<file path="src/rtl/video_timing_gen.sv">
// Raster timing generator: pixel/line counters with sync, blanking and strobe decodes.
// Interlaced mode adds a line to the odd field and shifts its vsync by half a line.
module video_timing_gen #(
    parameter int CW        = 10,
    parameter int H_ACTIVE  = 282,
    parameter int H_FP      = 0,
    parameter int H_SYNC    = 40,
    parameter int H_BP      = 19,
    parameter int V_ACTIVE  = 240,
    parameter int V_FP      = 5,
    parameter int V_SYNC    = 1,
    parameter int V_BP      = 15,
    parameter bit HSYNC_POL = 1'b1,
    parameter bit VSYNC_POL = 1'b1
) (
    input  logic          clk,
    input  logic          reset_n,
    input  logic          clk_en,
    input  logic          interlace,
    output logic [CW-1:0] x,
    output logic [CW-1:0] y,
    output logic          field,
    output logic          hsync,
    output logic          vsync,
    output logic          hblank,
    output logic          vblank,
    output logic          de,
    output logic          line_start,
    output logic          frame_start
);

    localparam int H_TOTAL  = H_ACTIVE + H_FP + H_SYNC + H_BP;
    localparam int H_HALF   = H_TOTAL / 2;
    localparam int V_TOTAL  = V_ACTIVE + V_FP + V_SYNC + V_BP;
    localparam int HS_START = H_ACTIVE + H_FP;
    localparam int HS_END   = HS_START + H_SYNC;
    localparam int VS_START = V_ACTIVE + V_FP;
    localparam int VS_END   = VS_START + V_SYNC;

    localparam logic [CW-1:0] X_LAST     = CW'(H_TOTAL - 1);
    localparam logic [CW-1:0] X_HALF     = CW'(H_HALF);
    localparam logic [CW-1:0] Y_LAST     = CW'(V_TOTAL - 1);
    localparam logic [CW-1:0] Y_LAST_ODD = CW'(V_TOTAL);
    localparam logic [CW-1:0] HS_START_C = CW'(HS_START);
    localparam logic [CW-1:0] HS_END_C   = CW'(HS_END);
    localparam logic [CW-1:0] VS_START_C = CW'(VS_START);
    localparam logic [CW-1:0] VS_END_C   = CW'(VS_END);
    localparam logic [CW-1:0] H_ACTIVE_C = CW'(H_ACTIVE);
    localparam logic [CW-1:0] V_ACTIVE_C = CW'(V_ACTIVE);

    logic ilace_act;
    logic odd_long;
    logic x_last;
    logic y_last;
    logic hs_act;
    logic vs_full;
    logic vs_half;
    logic vs_act;

    // Only the odd field of an interlaced frame carries the extra line.
    assign odd_long = ilace_act & field;
    assign x_last   = (x == X_LAST);
    assign y_last   = (y == (odd_long ? Y_LAST_ODD : Y_LAST));

    always_ff @(posedge clk or negedge reset_n) begin
        if (!reset_n) begin
            x         <= '0;
            y         <= '0;
            field     <= 1'b0;
            ilace_act <= 1'b0;
        end else if (clk_en) begin
            if (x_last) begin
                x <= '0;
                if (y_last) begin
                    y         <= '0;
                    ilace_act <= interlace;
                    field     <= interlace ? ~field : 1'b0;
                end else begin
                    y <= y + 1'b1;
                end
            end else begin
                x <= x + 1'b1;
            end
        end
    end

    assign hs_act  = (x >= HS_START_C) && (x < HS_END_C);
    assign vs_full = (y >= VS_START_C) && (y < VS_END_C);
    // Odd-field vsync window runs from mid-line VS_START to mid-line VS_END.
    assign vs_half = ((y == VS_START_C) && (x >= X_HALF)) ||
                     ((y >  VS_START_C) && (y < VS_END_C)) ||
                     ((y == VS_END_C)   && (x < X_HALF));
    assign vs_act  = odd_long ? vs_half : vs_full;

    assign hsync       = hs_act ? HSYNC_POL : ~HSYNC_POL;
    assign vsync       = vs_act ? VSYNC_POL : ~VSYNC_POL;
    assign hblank      = (x >= H_ACTIVE_C);
    assign vblank      = (y >= V_ACTIVE_C);
    assign de          = ~hblank & ~vblank;
    assign line_start  = (x == '0);
    assign frame_start = (x == '0) && (y == '0);

endmodule

</file>
<file path="config.mk">
export PLATFORM = sky130hd
export DESIGN_NAME = video_timing_gen
export DESIGN_NICKNAME = d
export VERILOG_FILES = /design/src/rtl/video_timing_gen.sv
export SDC_FILE = /design/constraint.sdc
export NUM_CORES = 1
export LEC_CHECK = 0
export ABC_AREA = 1
export BUFFER_PORTS_ARGS = -buffer_cell sky130_fd_sc_hd__buf_2
export CORE_MARGIN = 2
export CORE_UTILIZATION = 40
export CTS_CLUSTER_DIAMETER = 80
export CTS_CLUSTER_SIZE = 12
export DETAILED_ROUTE_END_ITERATION = 16
export RECOVER_POWER = 100
export REMOVE_ABC_BUFFERS = 1
export SKIP_LAST_GASP = 1
export SYNTH_ARGS = -nofsm -noshare
export SYNTH_HDL_FRONTEND = slang
export SYNTH_SLANG_ARGS = --single-unit
</file>
<file path="constraint.sdc">
create_clock -name clk -period 1.96 [get_ports clk]
set_input_delay 0 -clock clk [delete_from_list [all_inputs] [get_ports clk]]
set_output_delay 0 -clock clk [all_outputs]
set_load 0.05 [all_outputs]
</file>
After elaboration in Yosys (flattened, before gate mapping)
Index checks and enable logic that the tools add are counted.

operators by class
  equal/unequal tests = 4
  order comparisons = 8
  reductions and logical operators = 12
  bitwise gates (word level) = 5
  multiplexer cells = 7
  add/sub/neg operators = 2

operators with widths
  kind                                                                               count
  10-bit by 8-bit >= comparator with 1-bit output (second input constant)            3
  10-bit by 1-bit adder with 10-bit output (second input constant)                   2
  10-bit by 8-bit equality test with 1-bit output (second input constant)            2
  10-bit zero test                                                                   2
  10-bit by 8-bit less-than comparator with 1-bit output (second input constant)     2
  10-bit 2-to-1 mux                                                                  2
  10-bit by 9-bit equality test with 1-bit output                                    1
  10-bit by 9-bit equality test with 1-bit output (second input constant)            1
  10-bit by 9-bit >= comparator with 1-bit output (second input constant)            1
  10-bit by 8-bit greater-than comparator with 1-bit output (second input constant)  1
  10-bit by 9-bit less-than comparator with 1-bit output (second input constant)     1
  1-bit logical AND                                                                  6
  1-bit 2-to-1 mux                                                                   5
  1-bit inverter                                                                     3
  3-bit AND reduction                                                                1
  1-bit bitwise AND                                                                  2
  1-bit logical OR                                                                   2
  2-bit AND reduction                                                                1

storage, ports and cells
  bits of input ports = 4
  flip-flop bits (word level) = 22
  logic and storage cells = 42

Logic depth before layout (Yosys ltp)
  depth in word-level cells = 6
  gate-level depth with buffers = 9

Worst setup path before layout
No wires, ideal clock.

  path kind = reg-to-output
  start = register x[3]
  end = output port hsync
  stages on the path, launching flop included = 6
  data arrival time = 2.784 ns
  buffers on the path = 0
  data required time = 1.960 ns
  slack = -0.824 ns
  cell sequence = dfrtp_1 > nand2_1 > o21bai_1 > a21oi_1 > nand2_1 > a21oi_1

between the ends
  cells in the longest elaborated chain, start to end = 3
  elaborated cells on any way between the ends = 4
  classes of those cells = order compare (2); mux (1); reduce/logical (1)

ends and longest elaborated chain
  element                                          line  RTL
  from (decl)                                      20    output logic [CW-1:0] x,
  from (signal assigned)                           82    x <= x + 1'b1;
  10-bit by 9-bit >= comparator with 1-bit output  -
  net hblank                                       25    output logic hblank,
  1-bit logical AND                                87    assign hs_act = (x >= HS_START_C) && (x < HS_END_C);
  1-bit 2-to-1 mux                                 95    assign hsync = hs_act ? HSYNC_POL : ~HSYNC_POL;
  to (decl)                                        23    output logic hsync,

The timed path passes the listed nets, and every way through them passes these cells.

Worst setup path in the final report
  start = register y[1]
  end = output port vsync

between the ends
  cells in the longest elaborated chain, start to end = 6
  elaborated cells on any way between the ends = 13
  classes of those cells = order compare (3); eq/ne (2); mux (2); reduce/logical (6)

ends and longest elaborated chain
  element                                                                            line    RTL
  from (decl)                                                                        21      output logic [CW-1:0] y,
  from (signal assigned)                                                             79      y <= y + 1'b1;
  10-bit by 8-bit greater-than comparator with 1-bit output (tied with other cells)  91      ((y > VS_START_C) && (y < VS_END_C)) ||
  1-bit logical AND, on equally long branches                                        91, 90
  1-bit logical OR                                                                   90      assign vs_half = ((y == VS_START_C) && (x >= X_HALF)) ||
  1-bit logical OR                                                                   91
  1-bit 2-to-1 mux *                                                                 93      assign vs_act = odd_long ? vs_half : vs_full;
  1-bit 2-to-1 mux *                                                                 96      assign vsync = vs_act ? VSYNC_POL : ~VSYNC_POL;
  to (decl)                                                                          24      output logic vsync,

Mark *: on every way between the ends. The rest lies on a longest branch, timed or not.

==> flow_metrics.tcl <==
set metrics [dict create \
    status "finished, final reports clean" \
    initial_core_util_pct 41.2 \
    ir_drop_mv 0.381 \
    grt_usage_pct 18.2 \
    path_max_fanout 7 \
    setup.worst_path.end_class "output pin" \
    min_path_cells 2 \
    avgViaCountPerCell 4.92 \
    timing.fmax_ghz 0.542 \
    dr.pass1.iters 4 \
    arrival_ps 1850 \
    drc 0 \
    yosys_warnings 0 \
    placementRows 22 \
    antennaDiodeCount 0 \
    worstMarginPinSlew_ps 1200 \
    antenna_found_initial 0 \
    reg2reg_depth 9 \
    fillers 363 \
    syn_inst 204 \
    ys_seq_area_share_pct 37.1 \
    clock_skew_ps 3.73 \
    die_y_um 64.9 \
    cts_tree "built" \
    drt-total-wl_um 3510 \
    vias 1426 \
    p_per_area_nw_per_um2 1220 \
    grt_setup_unrepaired "true" \
    grt_pass1_vias 1292 \
    grt_max_degree 23 \
    max_cap_violations 0 \
    io_pins 32 \
    leakagePower_nw 0.906 \
    core_sq_um 3610 \
    worst_r2r_endpoint "y[7]" \
    startpoint_type "flip-flop" \
    synth_area_sq_um 1490 \
    hold_start "clk_en" \
    fin_tns_setup_ps 0 \
    drive_above_1_share_pct 16.1 \
    drv_slew 0 \
    min_to "x[0]" \
    crit_type "reg2out" \
    r2r_setup_slack_ps 220 \
    hold_viol 0 \
    grt_pass1_wl_um 5980 \
    ys_seq_elements 22 \
    hpwl_um 2710 \
    timing.final.crit_period_ps 1850 \
    numCtsBuffers 3 \
    clkLatencyLatePin_ps 260 \
    overflow 0 \
    final_util_pct 49.5 \
    r2r-start "x[1]" \
    slew_headroom_pct 20.2 \
    synth.distinct_cells 25 \
    postRouteAntennaNets 0 \
    finalCritPeriodShare_pct 94.2 \
    setup_ws_ps 113 \
    nNetsFinal 253 \
    required_ps 1960 \
    hold_class "in2reg" \
    whs_ps 56.4 \
    die_area_sq_um 4220 \
    drtIter0Drc 54 \
    syn_area_per_cell_sq_um 7.28 \
    clkTransAtPathRegs_ps 80 \
    syn_to_final_growth_pct 20.1 \
    cts.sinks 22 \
    setup_viol 0 \
    port_buffers 31 \
    pre_cts_ws_ps 181 \
    gp_congestion 0.911 \
    cts_max_level 1 \
    routedWlPerCell_um 12.1 \
    clk_path_buf_depth 2 \
    fp.dieW_um 64.9 \
    cts_root_buffer "clkbuf_8" \
]
[cell type report]
cell class,count,area (sq um),share of cell area [%]
inverters,37,139,7.78
clock buffers,4,55.1,3.09
multi-input cells,143,791,44.3
well taps,48,60.1,3.37
flip-flops and latches,22,552,30.9
repair buffers,36,188,10.5
[cell usage in the layout (no fill, tap or decap), drive strengths merged]
cell	instances
a21oi	7
nor3	10
o221ai	1
dlygate4sd3	2
ha	6
a211oi	1
xor2	8
o21ai	15
buf	21
nor2	17
nand4	7
nor4	1
nand3b	3
dfrtp	22
inv	37
or2	1
clkbuf	17
nand2	45
o21bai	1
nand3	20
[routing by layer]
layer / part of all wire (%) / vias up / track usage [%] / routed length, um
met1: 48 / 646 / 24.2 / 1690
met5: 0 / - / 0 / 0
li1: - / 734 / - / -
met2: 45 / 38 / 30.0 / 1590
met3: 4.6 / 8 / 2.95 / 162
met4: 2.0 / 0 / 6.12 / 69
[metrics by stage]
step	total power, mW	instances	cell area (sq um)
2_1_floorplan	1.54	202	1470
3_3_place_gp	1.84	283	1700
3_5_place_dp	1.83	283	1700
4_1_cts	2.17	289	1780
5_1_grt	2.34	290	1780
6_report	2.17	290	1780
[cell usage after synthesis]
| cell | instances | area (sq um) |
|---|---|---|
| nand2_1 | 43 | 161 |
| inv_1 | 35 | 131 |
| dfrtp_1 | 22 | 551 |
| nand3_1 | 20 | 100 |
| nor2_1 | 16 | 60.1 |
| o21ai_0 | 14 | 70.1 |
| nor3_1 | 9 | 45.0 |
| xor2_1 | 8 | 70.1 |
| a21oi_1 | 7 | 35.0 |
| ha_1 | 6 | 75.1 |
| nand4_1 | 6 | 37.5 |
| nand3b_1 | 3 | 22.5 |
| inv_2 | 2 | 7.51 |
| nand2_2 | 2 | 12.5 |
| a211oi_1 | 1 | 7.51 |
| buf_2 | 1 | 5.00 |
| buf_6 | 1 | 11.3 |
| nand4_4 | 1 | 21.3 |
| nor2_4 | 1 | 11.3 |
| nor3_4 | 1 | 16.3 |
| nor4_1 | 1 | 6.26 |
| o21ai_1 | 1 | 5.00 |
| o21bai_1 | 1 | 7.51 |
| o221ai_1 | 1 | 8.76 |
| or2_2 | 1 | 6.26 |
[power breakdown]
group | internal, mW | switching (mW) | leakage [nW]
combinational | 0.278 | 0.835 | 0.628
sequential | 0.553 | 0.174 | 0.249
clock | 0.179 | 0.152 | 0.0288
[sequential cells by signal (all words and copies together), names as in the netlist]
name and count:
field 1, x 10, y 10, ilace_act 1
[how the worst max path moves through the flow]
stage,to,start
after global routing,vsync,y[1]
after CTS,vsync,y[0]
after floorplan,hsync,x[3]
after detailed placement,y[7],x[1]
final,vsync,y[1]
after global placement,y[7],x[1]
[critical path, stage by stage, from the launching register on]
cell      delay (ps)
dfrtp_1          440
inv_2            150
ha_1             160
inv_1             60
a211oi_1         190
o221ai_1         140
a21oi_1          210
buf_4            230
[kinds of logic after synthesis]
family / count (synthesis) / synth area share (%)
XOR/XNOR: 8 / 4.72
buffers and inverters: 39 / 10.4
flip-flops: 22 / 37.1
AO/OA/AOI/OAI: 25 / 9.01
AND/OR/NAND/NOR: 104 / 33.7
adder cells (fa/ha/maj): 6 / 5.05
[timing repair]
action,CTS,global route
gates cloned,0,0
setup buffers,0,1
endpoints found under the hold margin,24,0
hold buffers,2,0
gates resized for setup,1,6
endpoints found under the setup margin,1,10
Power figures use the tool's default switching activity.
